$ cat config.mk
export PLATFORM = sky130hd
export DESIGN_NAME = custom_logic_decoder
export DESIGN_NICKNAME = d
export VERILOG_FILES = /design/src/rtl/custom_logic_pkg.sv /design/src/rtl/cl_pipe_stage.sv /design/src/rtl/custom_logic_decoder.sv
export SDC_FILE = /design/constraint.sdc
export NUM_CORES = 1
export LEC_CHECK = 0
export BUFFER_PORTS_ARGS = -buffer_cell sky130_fd_sc_hd__buf_4
export CORE_MARGIN = 4
export CORE_UTILIZATION = 59
export CTS_CLUSTER_SIZE = 25
export DETAILED_ROUTE_END_ITERATION = 8
export PLACE_DENSITY = 0.89
export SYNTH_ARGS = -nofsm -noshare
export SYNTH_HDL_FRONTEND = slang
export SYNTH_HIERARCHICAL = 1
export SYNTH_SLANG_ARGS = --single-unit
$ cat constraint.sdc
create_clock -name clk -period 5.55 [get_ports clk]
set_input_delay 0.8325 -clock clk [delete_from_list [all_inputs] [get_ports clk]]
set_output_delay 0.8325 -clock clk [all_outputs]
set_load 0.01 [all_outputs]
$ cat src/rtl/custom_logic_pkg.sv
// Shared definitions for the conditional-XOR link coder (custom_logic / custom_logic_decoder).
package custom_logic_pkg;

  localparam int BYTE_W = 8;

  // The coder is its own inverse: XOR with the key, then invert all bits when key[7] is set.
  function automatic logic [BYTE_W-1:0] cl_decode(input logic [BYTE_W-1:0] key,
                                                  input logic [BYTE_W-1:0] c);
    return c ^ key ^ {BYTE_W{key[BYTE_W-1]}};
  endfunction

  function automatic logic [BYTE_W-1:0] cl_encode(input logic [BYTE_W-1:0] key,
                                                  input logic [BYTE_W-1:0] b);
    return b ^ key ^ {BYTE_W{key[BYTE_W-1]}};
  endfunction

endpackage

$ cat src/rtl/cl_pipe_stage.sv
// Single valid/ready register slice. Holds its payload stable while valid and not accepted.
module cl_pipe_stage #(
  parameter int W = 16
) (
  input  logic         clk,
  input  logic         rst,
  input  logic         in_valid,
  output logic         in_ready,
  input  logic [W-1:0] in_payload,
  output logic         out_valid,
  input  logic         out_ready,
  output logic [W-1:0] out_payload
);

  logic         valid_q, valid_d;
  logic [W-1:0] payload_q, payload_d;

  // Handshake: a transfer happens on a rising edge where valid and ready are both 1.
  assign in_ready = !valid_q | out_ready;

  always_comb begin
    valid_d   = valid_q;
    payload_d = payload_q;
    if (in_ready) begin
      valid_d = in_valid;
      if (in_valid) payload_d = in_payload;
    end
  end

  always_ff @(posedge clk) begin
    if (rst) begin
      valid_q   <= 1'b0;
      payload_q <= '0;
    end else begin
      valid_q   <= valid_d;
      payload_q <= payload_d;
    end
  end

  assign out_valid   = valid_q;
  assign out_payload = payload_q;

endmodule

$ cat src/rtl/custom_logic_decoder.sv
// Streaming conditional-XOR decoder: key register with optional per-byte roll,
// two-slice valid/ready pipeline, and a delivered-byte counter.
module custom_logic_decoder
  import custom_logic_pkg::*;
#(
  parameter logic [7:0] KEY_RESET = 8'h00,
  parameter logic [7:0] KEY_STEP  = 8'h01,
  parameter int         CNT_W     = 16
) (
  input  logic             clk,
  input  logic             rst,
  input  logic             key_load,
  input  logic [7:0]       key_in,
  input  logic             roll_en,
  input  logic             in_valid,
  output logic             in_ready,
  input  logic [7:0]       in_data,
  output logic             out_valid,
  input  logic             out_ready,
  output logic [7:0]       out_data,
  output logic [CNT_W-1:0] byte_count,
  output logic             busy
);

  logic [BYTE_W-1:0] key_q, key_d;
  logic [CNT_W-1:0]  cnt_q, cnt_d;

  logic                s1_valid, s2_valid, s2_in_ready;
  logic [2*BYTE_W-1:0] s1_payload;
  logic [BYTE_W-1:0]   s2_data_in;
  logic                accept;

  assign accept = in_valid & in_ready;

  // Stage 1 captures the key alongside the byte so later key changes cannot touch it.
  cl_pipe_stage #(.W(2*BYTE_W)) u_s1 (
    .clk         (clk),
    .rst         (rst),
    .in_valid    (in_valid),
    .in_ready    (in_ready),
    .in_payload  ({key_q, in_data}),
    .out_valid   (s1_valid),
    .out_ready   (s2_in_ready),
    .out_payload (s1_payload)
  );

  assign s2_data_in = cl_decode(s1_payload[2*BYTE_W-1:BYTE_W], s1_payload[BYTE_W-1:0]);

  cl_pipe_stage #(.W(BYTE_W)) u_s2 (
    .clk         (clk),
    .rst         (rst),
    .in_valid    (s1_valid),
    .in_ready    (s2_in_ready),
    .in_payload  (s2_data_in),
    .out_valid   (s2_valid),
    .out_ready   (out_ready),
    .out_payload (out_data)
  );

  always_comb begin
    key_d = key_q;
    if (key_load)               key_d = key_in;
    else if (accept && roll_en) key_d = key_q + KEY_STEP;
  end

  always_comb begin
    cnt_d = cnt_q;
    if (s2_valid && out_ready) cnt_d = cnt_q + 1'b1;
  end

  always_ff @(posedge clk) begin
    if (rst) begin
      key_q <= KEY_RESET;
      cnt_q <= '0;
    end else begin
      key_q <= key_d;
      cnt_q <= cnt_d;
    end
  end

  assign out_valid  = s2_valid;
  assign byte_count = cnt_q;
  assign busy       = s1_valid | s2_valid;

endmodule

==> results.toml <==
[outcome]
status = "complete, no violations"

[setup_path]
crit_arrival_ns = 1.80
start_kind = "input pin"
r2r_end = "key_q[7]"
r2r-start = "u_s2/out_valid"
critPathMaxFanout = 36
r2r_slack_ns = 3.47
crit_start = "out_ready"
critPathKind = "in -> out"
r2r_cells = 6
crit_end = "in_ready"
cp.required_ns = 4.72
endpoint_kind = "output pin"

[logic_synthesis]
synth-seq-cells = 50
netlist-cell-type-count = 38
yosys-top-cells-count = "dfxtp_1 (50), nand3_1 (29), xnor2_1 (21), a21bo_1 (20), a21oi_2 (20)"
postSynthCellCount = 274
avgSynthCellArea_um2 = 9.28
synthArstFlopShare_pct = 0
synth.most_common_cell = "dfxtp_1"
yosysTopAreaCellShare_pct = 39.4
synth_area_mm2 = 0.00254
ys_warn_count = 6
synth-edff-count = 0
yosys.area.top_type = "dfxtp_1"
synthFlopType = "dfxtp_1"
synth-seq-area-share_pct = 39.4
synth_area_leaders = "dfxtp_1 (39%), a21bo_1 (7.9%), xnor2_1 (7.2%), a21oi_2 (6.9%), nand3_1 (5.7%)"
synthesis.nets = 298

[timing]
fmax_mhz = 380
finalHoldViolations = 0
tns_ns = 0
fin_crit_sh_pct = 47.4
setup_violations = 0
rsz0062_at_grt = "no"
slew_headroom_pct = 57.1
drv_slew = 0
tightest_slew_ns = 0.643
fin_skew_ns = 0.00991
setup_slack_ns = 2.92
min_period_ns = 2.63

[floorplanning]
boundaryPins = 49
rows = 23
die_h_um = 73.6
core-area_mm2 = 0.00409
start_util_pct = 62.2
die_w_um = 73.6
die_area_mm2 = 0.00542

[global_route]
grt_pass1_wl_um = 7940
gr-total-overflow = 0
grt_pass1_vias = 1779
grt_antenna_before_repair = 0
grt_use_total_pct = 18.6
grt_max_degree = 53

[clock_tree]
cts_buffers = 5
cts-resized-gates = 0
clock_latency_ns = 0.30
cts_tree = "done"
postCtsHoldBufs = 0
clk_pin_slew_ns = 0.08
clkSinkCount = 50
cts_root_buf = "clkbuf_8"
post_cts_buffers = 0
htreeDepth = 2
clk_path_buf_depth = 2

[drt]
wire_per_inst_um = 13.4
via_per_inst = 5.43
drc = 0
drt_iter0_drc = 87
vias = 1948
totalWireLength_um = 4800
ant_nets = 0
dr.pass1.iters = 4

[cells_and_area]
area_delta_synth_final_pct = 14.2
drive_gt1_share_pct = 28.2
antennaDiodeCount = 0
num-fill-cells = 330
nets = 332
fin_util_pct = 71.1

[power]
power_w = 0.000680
ir_drop_uv = 155
p_leak_nw = 1.13
cellPowerDensity_mw_per_mm2 = 234

[placed_design]
gp_congestion = 0.914
dp_slack_ns = 2.91
dp_hpwl_um = 3370
io_buffers = 48

[hold_path]
min_path_cells = 2
hold_path.class = "reg -> reg"

[flow_run]
timing.max_cap.violations = 0
## worst min-delay path by stage
stage,to,startpoint,slack [ns]
5_1_grt,byte_count[15],byte_count[15],0.51
4_1_cts,u_s1/out_payload[14],key_q[6],0.48
3_3_place_gp,byte_count[15],byte_count[15],0.46
6_report,u_s1/out_payload[14],key_q[6],0.48
2_1_floorplan,u_s1/out_payload[15],key_q[7],0.46
3_5_place_dp,u_s1/out_payload[14],key_q[6],0.47
## state kept, by name (all words and copies together), names as in the netlist
name,count
byte_count,16
key_q,8
u_s1/out_payload,16
u_s1/out_valid,1
u_s2/out_payload,8
u_s2/out_valid,1
## power by group
part	total, W	switching (W)	internal, W
Combinational	0.0000800	0.0000382	0.0000418
Clock	0.000214	0.000114	0.000101
Sequential	0.000386	0.0000137	0.000372
Total	0.000680	0.000166	0.000514
## cell type report
| class | instances | area [um2] | area share, % |
|---|---|---|---|
| well taps | 50 | 62.6 | 2.15 |
| clock buffers | 7 | 86.3 | 2.97 |
| clock inverters | 1 | 5.00 | 0.172 |
| repair buffers | 48 | 360 | 12.4 |
| inverters | 11 | 41.3 | 1.42 |
| flip-flops and latches | 50 | 1000 | 34.5 |
| multi-input cells | 192 | 1350 | 46.4 |
## cell families after synthesis
kind of cell | synth area share, %
muxes | 0.394
adders and majority gates | 0.984
xor gates and xnor gates | 10.3
DFF | 39.4
AOI/OAI and AO/OA | 23.7
and+or+nand+nor | 17.6
buffers and inverters | 7.63
## critical path, cell delays in order
cell	delay [ns]
buf_4	0.13
nand2b_4	0.22
nand2b_4	0.34
buf_4	0.25
## cell usage in the layout (no fill, tap or decap), types with 3 or more instances in the layout
cell | netlist | routed
inv_1 | 11 | 11
xnor2_1 | 21 | 21
nor2b_1 | 3 | 3
a21oi_1 | 17 | 17
nand4_1 | 6 | 6
a21oi_2 | 20 | 20
nor3_1 | 5 | 5
dfxtp_1 | 50 | 50
buf_4 | 1 | 48
clkbuf_8 | 1 | 6
o21a_1 | 5 | 5
nand2_1 | 12 | 12
nand3_1 | 29 | 29
nor4_1 | 4 | 4
xor2_1 | 9 | 9
o21ai_0 | 6 | 6
nor2_1 | 13 | 13
a21bo_1 | 20 | 20
a21bo_2 | 4 | 4
## layer usage
metal,part of all wire [%],global-route usage (%)
met5,0,0
met4,1.6,7.24
met3,4.3,3.83
met2,48,30.9
met1,46,23.5
## stage by stage
stage | area [um2] | hold slack, ns | cells
final | 2900 | 0.482 | 359
after global routing | 2900 | 0.512 | 359
after CTS | 2900 | 0.483 | 359
after detailed placement | 2810 | 0.471 | 351
after global placement | 2810 | 0.463 | 351
after floorplan | 2540 | 0.455 | 274
(Power assumes the default switching activity.)
